<file path="src/rtl/seg_scan_ctrl_pkg.sv">
// Shared constants for the 7-segment scan controller: active-low segment
// patterns (bit 7 = dp, bits 6..0 = g..a), dp bit index and scan phase.
package seg_pkg;

  localparam logic [7:0] SEG_0     = 8'hC0;
  localparam logic [7:0] SEG_1     = 8'hF9;
  localparam logic [7:0] SEG_2     = 8'hA4;
  localparam logic [7:0] SEG_3     = 8'hB0;
  localparam logic [7:0] SEG_4     = 8'h99;
  localparam logic [7:0] SEG_5     = 8'h92;
  localparam logic [7:0] SEG_6     = 8'h83;
  localparam logic [7:0] SEG_7     = 8'hF8;
  localparam logic [7:0] SEG_8     = 8'h80;
  localparam logic [7:0] SEG_9     = 8'h98;
  localparam logic [7:0] SEG_BLANK = 8'hFF;

  localparam int DP_BIT = 7;

  typedef enum logic {
    PH_BLANK = 1'b0,
    PH_DRIVE = 1'b1
  } phase_e;

endpackage

</file>
<file path="src/rtl/seg_scan_ctrl_if.sv">
// CPU-side / pin-side signal bundle of the scan controller.
// master = display register owner (drives value/load), slave = controller.
interface seg_scan_ctrl_if #(
  parameter int DIGITS = 4
);
  logic                  load;
  logic [4*DIGITS-1:0]   value;
  logic [DIGITS-1:0]     dp_mask;
  logic                  lz_blank;
  logic                  pending;
  logic [7:0]            seg_out;
  logic [DIGITS-1:0]     an_out;

  modport master (
    output load, value, dp_mask, lz_blank,
    input  pending, seg_out, an_out
  );

  modport slave (
    input  load, value, dp_mask, lz_blank,
    output pending, seg_out, an_out
  );
endinterface

</file>
<file path="src/rtl/seg_scan_ctrl_decode.sv">
// BCD to active-low 7-segment pattern; codes 10..15 render as blank.
module seg_decode
  import seg_pkg::*;
(
  input  logic [3:0] code,
  output logic [7:0] seg
);

  // Pattern lookup for one BCD code.
  always_comb begin
    seg = SEG_BLANK;
    case (code)
      4'd0:    seg = SEG_0;
      4'd1:    seg = SEG_1;
      4'd2:    seg = SEG_2;
      4'd3:    seg = SEG_3;
      4'd4:    seg = SEG_4;
      4'd5:    seg = SEG_5;
      4'd6:    seg = SEG_6;
      4'd7:    seg = SEG_7;
      4'd8:    seg = SEG_8;
      4'd9:    seg = SEG_9;
      default: seg = SEG_BLANK;
    endcase
  end

endmodule

</file>
<file path="src/rtl/seg_scan_ctrl.sv">
// Time-multiplexed 7-segment scan controller. A shadow register captures
// loads; the active register is refreshed only at the start of the idx 0
// slot so each frame shows one consistent value. Each slot opens with
// BLANK_CYC cycles of all anodes off to suppress ghosting.
module seg_scan_ctrl
  import seg_pkg::*;
#(
  parameter int DIGITS    = 4,
  parameter int DIV       = 50000,
  parameter int BLANK_CYC = 500
) (
  input  logic            clk,
  input  logic            rst,
  seg_scan_ctrl_if.slave  bus
);

  localparam int CNT_W = (DIV > 1) ? $clog2(DIV) : 1;
  localparam int IDX_W = (DIGITS > 1) ? $clog2(DIGITS) : 1;

  logic [CNT_W-1:0]    cnt_q, cnt_d;
  logic [IDX_W-1:0]    idx_q, idx_d;
  phase_e              phase_q, phase_d;
  logic [4*DIGITS-1:0] shadow_q, shadow_d;
  logic [4*DIGITS-1:0] active_q, active_d;
  logic                pending_q, pending_d;
  logic [7:0]          seg_q, seg_d;
  logic [DIGITS-1:0]   an_q, an_d;

  logic                wrap_s;
  logic [DIGITS-1:0]   zero_above_s;
  logic [3:0]          sel_digit_s;
  logic                sel_dp_s;
  logic                lz_sup_s;
  logic [DIGITS-1:0]   an_sel_s;
  logic [3:0]          dec_code_s;
  logic [7:0]          dec_seg_s;

  // Slot counter, digit index, phase and shadow/active commit logic.
  always_comb begin
    wrap_s    = (cnt_q == CNT_W'(DIV - 1));
    cnt_d     = cnt_q;
    idx_d     = idx_q;
    shadow_d  = shadow_q;
    active_d  = active_q;
    pending_d = pending_q;
    if (wrap_s) begin
      cnt_d = {CNT_W{1'b0}};
      if (idx_q == IDX_W'(DIGITS - 1)) begin
        idx_d = {IDX_W{1'b0}};
      end else begin
        idx_d = idx_q + IDX_W'(1);
      end
    end else begin
      cnt_d = cnt_q + CNT_W'(1);
    end
    if (cnt_d < CNT_W'(BLANK_CYC)) begin
      phase_d = PH_BLANK;
    end else begin
      phase_d = PH_DRIVE;
    end
    // Commit takes the shadow as it was before any same-cycle load, so a
    // load landing on the commit edge stays pending for the next frame.
    if (wrap_s && (idx_q == IDX_W'(DIGITS - 1)) && pending_q) begin
      active_d  = shadow_q;
      pending_d = 1'b0;
    end else begin
      active_d  = active_q;
    end
    if (bus.load) begin
      shadow_d  = bus.value;
      pending_d = 1'b1;
    end else begin
      shadow_d  = shadow_q;
    end
  end

  // Current digit selection plus leading-zero suppression.
  always_comb begin
    zero_above_s = {DIGITS{1'b0}};
    sel_digit_s  = 4'h0;
    sel_dp_s     = 1'b0;
    lz_sup_s     = 1'b0;
    an_sel_s     = {DIGITS{1'b1}};
    zero_above_s[DIGITS-1] = (active_q[4*(DIGITS-1) +: 4] == 4'h0);
    for (int i = DIGITS - 2; i >= 0; i--) begin
      zero_above_s[i] = (active_q[4*i +: 4] == 4'h0) && zero_above_s[i+1];
    end
    for (int i = 0; i < DIGITS; i++) begin
      if (idx_q == IDX_W'(i)) begin
        sel_digit_s = active_q[4*i +: 4];
        sel_dp_s    = bus.dp_mask[i];
        an_sel_s[i] = 1'b0;
        if (i != 0) begin
          lz_sup_s = bus.lz_blank && zero_above_s[i];
        end else begin
          lz_sup_s = 1'b0;
        end
      end else begin
        an_sel_s[i] = 1'b1;
      end
    end
    if (lz_sup_s) begin
      dec_code_s = 4'hF;
    end else begin
      dec_code_s = sel_digit_s;
    end
  end

  seg_decode u_decode (
    .code (dec_code_s),
    .seg  (dec_seg_s)
  );

  // Next pin values: blank during dead time, decoded digit otherwise.
  always_comb begin
    seg_d = SEG_BLANK;
    an_d  = {DIGITS{1'b1}};
    if (phase_q == PH_DRIVE) begin
      seg_d         = dec_seg_s;
      seg_d[DP_BIT] = dec_seg_s[DP_BIT] & ~sel_dp_s;
      an_d          = an_sel_s;
    end else begin
      seg_d = SEG_BLANK;
      an_d  = {DIGITS{1'b1}};
    end
  end

  // State and output registers.
  always_ff @(posedge clk or posedge rst) begin
    if (rst) begin
      cnt_q     <= {CNT_W{1'b0}};
      idx_q     <= {IDX_W{1'b0}};
      phase_q   <= PH_BLANK;
      shadow_q  <= {(4*DIGITS){1'b0}};
      active_q  <= {(4*DIGITS){1'b0}};
      pending_q <= 1'b0;
      seg_q     <= SEG_BLANK;
      an_q      <= {DIGITS{1'b1}};
    end else begin
      cnt_q     <= cnt_d;
      idx_q     <= idx_d;
      phase_q   <= phase_d;
      shadow_q  <= shadow_d;
      active_q  <= active_d;
      pending_q <= pending_d;
      seg_q     <= seg_d;
      an_q      <= an_d;
    end
  end

  assign bus.pending = pending_q;
  assign bus.seg_out = seg_q;
  assign bus.an_out  = an_q;

endmodule

</file>
<file path="src/flat_wrapper.sv">
// flat-port wrapper written by rule: the top's interface ports become plain ports
module seg_scan_ctrl_flat import seg_pkg::*;
#(
  parameter int DIGITS    = 4,
  parameter int DIV       = 50000,
  parameter int BLANK_CYC = 500
)
  (clk, rst, bus_load, bus_value, bus_dp_mask, bus_lz_blank, bus_pending, bus_seg_out, bus_an_out);
  seg_scan_ctrl_if #(.DIGITS(DIGITS)) bus_i ();
  input  logic clk;
  input  logic rst;
  input wire logic [$bits(bus_i.load)-1:0] bus_load;
  input wire logic [$bits(bus_i.value)-1:0] bus_value;
  input wire logic [$bits(bus_i.dp_mask)-1:0] bus_dp_mask;
  input wire logic [$bits(bus_i.lz_blank)-1:0] bus_lz_blank;
  output wire logic [$bits(bus_i.pending)-1:0] bus_pending;
  output wire logic [$bits(bus_i.seg_out)-1:0] bus_seg_out;
  output wire logic [$bits(bus_i.an_out)-1:0] bus_an_out;
  assign bus_i.load = bus_load;
  assign bus_i.value = bus_value;
  assign bus_i.dp_mask = bus_dp_mask;
  assign bus_i.lz_blank = bus_lz_blank;
  assign bus_pending = bus_i.pending;
  assign bus_seg_out = bus_i.seg_out;
  assign bus_an_out = bus_i.an_out;
  seg_scan_ctrl #(.DIGITS(DIGITS), .DIV(DIV), .BLANK_CYC(BLANK_CYC)) u_core (.clk(clk), .rst(rst), .bus(bus_i));
endmodule
</file>
<file path="config.mk">
export PLATFORM = sky130hd
export DESIGN_NAME = seg_scan_ctrl_flat
export DESIGN_NICKNAME = d
export VERILOG_FILES = /design/src/rtl/seg_scan_ctrl_pkg.sv /design/src/rtl/seg_scan_ctrl_if.sv /design/src/rtl/seg_scan_ctrl_decode.sv /design/src/rtl/seg_scan_ctrl.sv /design/src/flat_wrapper.sv
export SDC_FILE = /design/constraint.sdc
export NUM_CORES = 1
export LEC_CHECK = 0
export ABC_AREA = 0
export BUFFER_PORTS_ARGS = -buffer_cell sky130_fd_sc_hd__buf_4
export CORE_AREA = 2 2 92 94
export DETAILED_ROUTE_END_ITERATION = 6
export DIE_AREA = 0 0 94 96
export GPL_TIMING_DRIVEN = 0
export SLEW_MARGIN = 0
export SYNTH_ARGS = -nofsm -noshare
export SYNTH_HDL_FRONTEND = slang
export SYNTH_HIERARCHICAL = 1
export SYNTH_SLANG_ARGS = --single-unit
</file>
<file path="constraint.sdc">
create_clock -name clk -period 3.32 [get_ports clk]
set_clock_uncertainty 0.15 [all_clocks]
set_input_delay 0 -clock clk [delete_from_list [all_inputs] [get_ports clk]]
set_output_delay 0 -clock clk [all_outputs]
set_load 0.03 [all_outputs]
</file>
==> reports/results.ini, run 1 <==
[layout]
synthToLayoutAreaGrowth_pct = 28.6
drive_gt1_share_pct = 30.7
final_common_cell = dfrtp_1
final_cell_mix = 52 x dfrtp_1, 40 x buf_4, 25 x dlygate4sd3_1, 23 x nor2_1, 22 x mux2_2
final_cells = 466
n_antenna_cell = 0
nets = 389
finalInstanceArea_um2 = 4020

[worst_setup_path]
crit_required_ns = 3.43
worstSetupPathDepth = 14
worstSetupPathType = flip-flop to flip-flop
startpoint = u_core/idx_q[1]
path_buf_inv = 4
critPathLaunchType = flip-flop
crit_family = compound AO/OA/AOI/OAI gates
end_kind = flip-flop
crit_path_top_delay_cell = o211ai_1
rr_worst_depth = 14
r2r-start = u_core/idx_q[1]
cp.arrival_ns = 2.99
path_cells = inv_1 -> ha_1 -> clkbuf_1 -> nor2b_1 -> a22oi_1 -> nor2_1 -> a21oi_1 -> o211ai_1 -> inv_1 -> ha_1 -> inv_1 -> o21ai_0 -> o21ai_1 -> nand2b_1
critPathMostFrequentCell = inv_1
slowest_delay_ns = 0.41
crit_fanout = 8
reg2reg_slack_ns = 0.45
endpoint = u_core/bus.seg_out[3]
r2r_end = u_core/bus.seg_out[3]

[detailed_routing]
vias = 2215
ant_nets = 0
post-route-drc-count = 0
first_iter_violations = 127
finalWirelength_um = 6060
wl_per_cell_um = 13.0
vias_per_cell = 4.75
dr.pass1.iters = 4

[cts]
clk_latency_ns = 0.35
cts.sinks = 64
clockBufferDepth = 2
clk_pin_slew_ns = 0.08
htreeDepth = 3
clockRootBuffer = clkbuf_8
cts.repair.resized = 0
cts_tree = done
numCtsBuffers = 9

[sta]
period_share_pct = 86.5
slew_violations = 0
tns_ns = 0
grt_setup_unrepaired = false
hold_viol = 0
fmax_ghz = 0.348
setup_violations = 0
finalCriticalPeriod_ns = 2.87
relSlewSlack_pct = 54.8
worstMarginPinSlew_ns = 0.678

[placed_design]
place_area_um2 = 3540
dp.cells = 422
gp_congestion = 0.851
io_buffers = 35
hpwl_um = 4170

[floorplan]
num_io_pins = 37
die_w_um = 94
start_util_pct = 38.8
design.core.area_um2 = 8050
die_y_um = 96
die-area_um2 = 9020
rows = 33

[run]
drv_cap = 0

[yosys]
yosys_warnings = 6
synth_edf_count = 0
synth_cells = 281
syn_nets = 314
avgSynthCellArea_um2 = 11.1
ys_async_sr_fraction_pct = 100
synthDistinctLibCells = 45
netlist_area_um2 = 3130
synthFlopType = dfrtp_1
ys_seq_elements = 64
ys_seq_area_share_pct = 51.7

[hold_path]
hold_class = primary input to flip-flop

[grt]
grt_pass1_wl_um = 10400
grt_overflow = 0
antenna_found_initial = 0
grt_pass1_vias = 2187
grt_start_max_net_pins = 34
grt_usage_pct = 15.2

[pwr]
vdd_drop_max_mv = 0.172
p_per_area_nw_per_um2 = 395
leakagePower_nw = 1.76
finalPower_w = 0.00159

[outcome]
outcome = complete, no violations

cells by family after synthesis:
family          Yosys count  synth area share [%]
flops                    64                  51.7
buf+inv                  28                  4.12
fa+ha+maj                 9                  3.60
mux                      32                  12.7
compound gates           42                  8.09
other cells               1                 0.120
simple gates             92                  16.0
xor+xnor                 13                  3.64
cell usage after synthesis, types with 7 or more instances:
library cell / count / share of area (%)
mux2_4: 10 / 4.8
dfstp_2: 12 / 10
nand2b_1: 10 / 2.0
a21oi_1: 11 / 1.8
mux2_2: 22 / 7.9
ha_1: 9 / 3.6
nor2_1: 23 / 2.8
nand3_1: 8 / 1.3
clkbuf_1: 11 / 1.3
nand2_1: 20 / 2.4
inv_1: 11 / 1.3
xor2_1: 7 / 2.0
dfrtp_1: 52 / 42
o21ai_1: 8 / 1.3
power by group:
group / switching, W / internal [W]
combinational: 0.0000346 / 0.0000618
clock: 0.000313 / 0.000368
sequential: 0.0000105 / 0.000800
how the worst min path moves through the flow:
stage	startpoint	end	slack, ns	depth (start not counted)
after floorplan	bus_value[15]	u_core/shadow_q[15]	0.002	1
after CTS	bus_load	u_core/shadow_q[3]	0.001	2
after global placement	bus_value[3]	u_core/shadow_q[3]	0.08	2
after global routing	bus_load	u_core/shadow_q[3]	0.06	2
final	bus_load	u_core/shadow_q[3]	0.03	2
after detailed placement	rst	u_core/phase_q	0.005	2
routing by layer:
metal  routed length, um  vias to the layer above  global-route usage, %  part of all wire, %
met5                   0                        -                      0                    0
met4                  82                        0                   8.33                  1.4
met3                 229                        6                   2.74                  3.8
met2                2840                       36                   24.0                   47
met1                2910                     1057                   19.9                   48
li1                    -                     1116                      -                    -
through the flow:
stage | hold WS, ns | setup WS (ns) | util [%]
final | 0.0265 | 0.449 | 49.9
after global routing | 0.0587 | 0.0478 | 49.9
after CTS | 0.000968 | 0.385 | 49.6
after detailed placement | 0.00535 | 0.395 | 44.0
after global placement | 0.0847 | 0.445 | 43.7
after floorplan | 0.00170 | 0.768 | -
registers in the layout, indices dropped and copies added, names as in the netlist:
name                cells
u_core/bus.seg_out      8
u_core/shadow_q        16
u_core/cnt_q           16
u_core/idx_q            2
u_core/bus.an_out       4
u_core/active_q        16
u_core/bus.pending      1
u_core/phase_q          1
area by class of cell:
| type | count | area, um2 |
|---|---|---|
| buffer | 17 | 87.6 |
| clock buffer | 10 | 138 |
| clock inverter | 6 | 68.8 |
| fill | 743 | 4030 |
| inverter | 11 | 41.3 |
| multi-input combinational | 189 | 1380 |
| sequential | 64 | 1620 |
| tap | 105 | 131 |
| timing repair buffer | 64 | 556 |
repair_timing:
item,4_1_cts,5_1_grt
buffers inserted,0,3
hold buffers,25,0
endpoints found under the hold margin,36,0
setup endpoints to repair,0,1
Power figures use the tool's default switching activity.
==> run 2, diff against run 1 <==
--- a/config.mk
+++ b/config.mk
@@ -8,8 +8,9 @@
 export ABC_AREA = 0
 export BUFFER_PORTS_ARGS = -buffer_cell sky130_fd_sc_hd__buf_4
-export CORE_AREA = 2 2 92 94
+export CORE_AREA = 2 2 98 100
 export DETAILED_ROUTE_END_ITERATION = 6
-export DIE_AREA = 0 0 94 96
+export DIE_AREA = 0 0 100 102
 export GPL_TIMING_DRIVEN = 0
+export REMOVE_ABC_BUFFERS = 1
 export SLEW_MARGIN = 0
 export SYNTH_ARGS = -nofsm -noshare
--- a/constraint.sdc
+++ b/constraint.sdc
@@ -3,3 +3,3 @@
 set_input_delay 0 -clock clk [delete_from_list [all_inputs] [get_ports clk]]
 set_output_delay 0 -clock clk [all_outputs]
-set_load 0.03 [all_outputs]
+set_load 0.1 [all_outputs]
==> reports/results.ini, run 2 (synthesis results as in run 1) <==
[worst_setup_path]
rr_worst_depth = 13
worstSetupPathType = flip-flop to flip-flop
critPathLaunchType = flip-flop
crit_family = compound AO/OA/AOI/OAI gates
end_kind = flip-flop
crit_fanout = 8
critPathMostFrequentCell = inv_1
crit_required_ns = 3.44
path_cells = inv_1 -> ha_1 -> nor2b_1 -> a22oi_1 -> nor2_1 -> a21oi_1 -> o211ai_1 -> inv_1 -> ha_1 -> inv_1 -> o21ai_0 -> o21ai_1 -> nand2b_1
crit_path_top_delay_cell = o211ai_1
r2r_end = u_core/bus.seg_out[3]
path_buf_inv = 3
cp.arrival_ns = 3.17
reg2reg_slack_ns = 0.27
slowest_delay_ns = 0.51
r2r-start = u_core/idx_q[1]

[cts]
cts_tree = done
clockBufferDepth = 2
cts.repair.resized = 0
clk_latency_ns = 0.35
numCtsBuffers = 9
clk_pin_slew_ns = 0.07
cts.sinks = 64
htreeDepth = 3
clockRootBuffer = clkbuf_8

[sta]
worstMarginPinSlew_ns = 0.820
slew_violations = 0
period_share_pct = 91.9
fmax_ghz = 0.328
finalCriticalPeriod_ns = 3.05
hold_viol = 0
relSlewSlack_pct = 45.1
setup_violations = 0
layout_setup_ws_ns = 0.269

[detailed_routing]
wl_per_cell_um = 13.7
ant_nets = 0
first_iter_violations = 101
finalWirelength_um = 6390
dr.pass1.iters = 5
post-route-drc-count = 0
vias = 2298
vias_per_cell = 4.91

[pwr]
leakagePower_nw = 1.80
p_per_area_nw_per_um2 = 415
vdd_drop_max_mv = 0.157

[grt]
grt.busiest_layer = met2
grt_util_met2_pct = 22.0
antenna_found_initial = 0
grt_use_met1_pct = 17.3
grt_pass1_wl_um = 10900
grt_overflow = 0
grt_pass1_vias = 2311
grt_use_met3_pct = 3.49
grt_usage_pct = 13.9
grt_start_max_net_pins = 44

[layout]
drive_gt1_share_pct = 30.0
final_cells = 468
nets = 385
synthToLayoutAreaGrowth_pct = 30.8
final_cell_mix = 52 x dfrtp_1, 40 x buf_4, 36 x dlygate4sd3_1, 23 x nor2_1, 22 x mux2_2
final_common_cell = dfrtp_1
finalInstanceArea_um2 = 4090
final_util_pct = 44.9
largest_registers = u_core/active_q (16), u_core/cnt_q (16), u_core/shadow_q (16)
n_antenna_cell = 0

[hold_path]
hold_class = primary input to asynchronous set/reset pin

[floorplan]
die-area_um2 = 10200
rows = 35
design.core.area_um2 = 9110
start_util_pct = 34.3
num_io_pins = 37
die_w_um = 100
die_y_um = 102

[placed_design]
hpwl_um = 4020
io_buffers = 36
preCtsSetupSlack_ns = 0.320
gp_congestion = 0.785
place_area_um2 = 3470
dp.cells = 412

[run]
drv_cap = 0

[outcome]
outcome = complete, no violations

-- run 2: cell count changes in the layout (fill, tap and decap cells not counted), sizes merged --
cell,delta
bufinv,+1
clkinvlp,-3
buf,-4
dlygate4sd3,+11
clkbuf,-9
-- run 2: timing repair --
item                                   in CTS  in global routing
hold buffers                               36                  0
endpoints found under the hold margin      70                  0
setup endpoints to repair                   0                  1
buffers inserted                            0                  4
-- run 2: stage by stage --
step	total power [W]	TNS [ns]	hold WS, ns
floorplan	0.000854	0	-0.0577
global placement	0.000887	0	0.0837
detailed placement	0.000893	0	-0.0877
CTS	0.00171	0	0.0920
global route	0.00177	-0.00852	0.129
finish	0.00170	0	0.0995
-- run 2: where the power goes --
part,total (W),switching (W),leakage (nW),internal [W]
logic,0.000115,0.0000378,0.892,0.0000774
clock network,0.000772,0.000307,0.113,0.000465
registers,0.000810,0.0000104,0.797,0.000800
-- run 2: worst max path at each step --
stage,start,to,cells after the start
2_1_floorplan,u_core/idx_q[0],u_core/bus.seg_out[3],12
3_3_place_gp,u_core/idx_q[1],u_core/bus.seg_out[3],13
3_5_place_dp,u_core/idx_q[1],u_core/bus.seg_out[0],11
4_1_cts,u_core/idx_q[1],u_core/bus.seg_out[0],11
5_1_grt,u_core/idx_q[1],u_core/bus.seg_out[3],13
6_report,u_core/idx_q[1],u_core/bus.seg_out[3],13
-- run 2: area by class of cell --
cell class                 count  area (um2)
clock buffer                  12         155
sequential                    64        1620
timing repair buffer          77         681
inverter                      11        41.3
tap                          111         139
fill                         876        5020
multi-input combinational    189        1380
clock inverter                 4        76.3
-- run 2: metal layers --
layer	wire length (um)	share of wire, %	vias up
met5	0	0	-
met4	205	3.2	0
met3	312	4.9	18
met2	2970	47	55
met1	2900	45	1109
li1	-	-	1116
-- run 2: worst reg2reg max path, cell delays in order, from the launching register on --
cell and delay, ns:
dfrtp_1 0.37, inv_1 0.08, ha_1 0.29, nor2b_1 0.38, a22oi_1 0.14, nor2_1 0.12
a21oi_1 0.06, o211ai_1 0.51, inv_1 0.14, ha_1 0.32, inv_1 0.04, o21ai_0 0.14
o21ai_1 0.08, nand2b_1 0.17
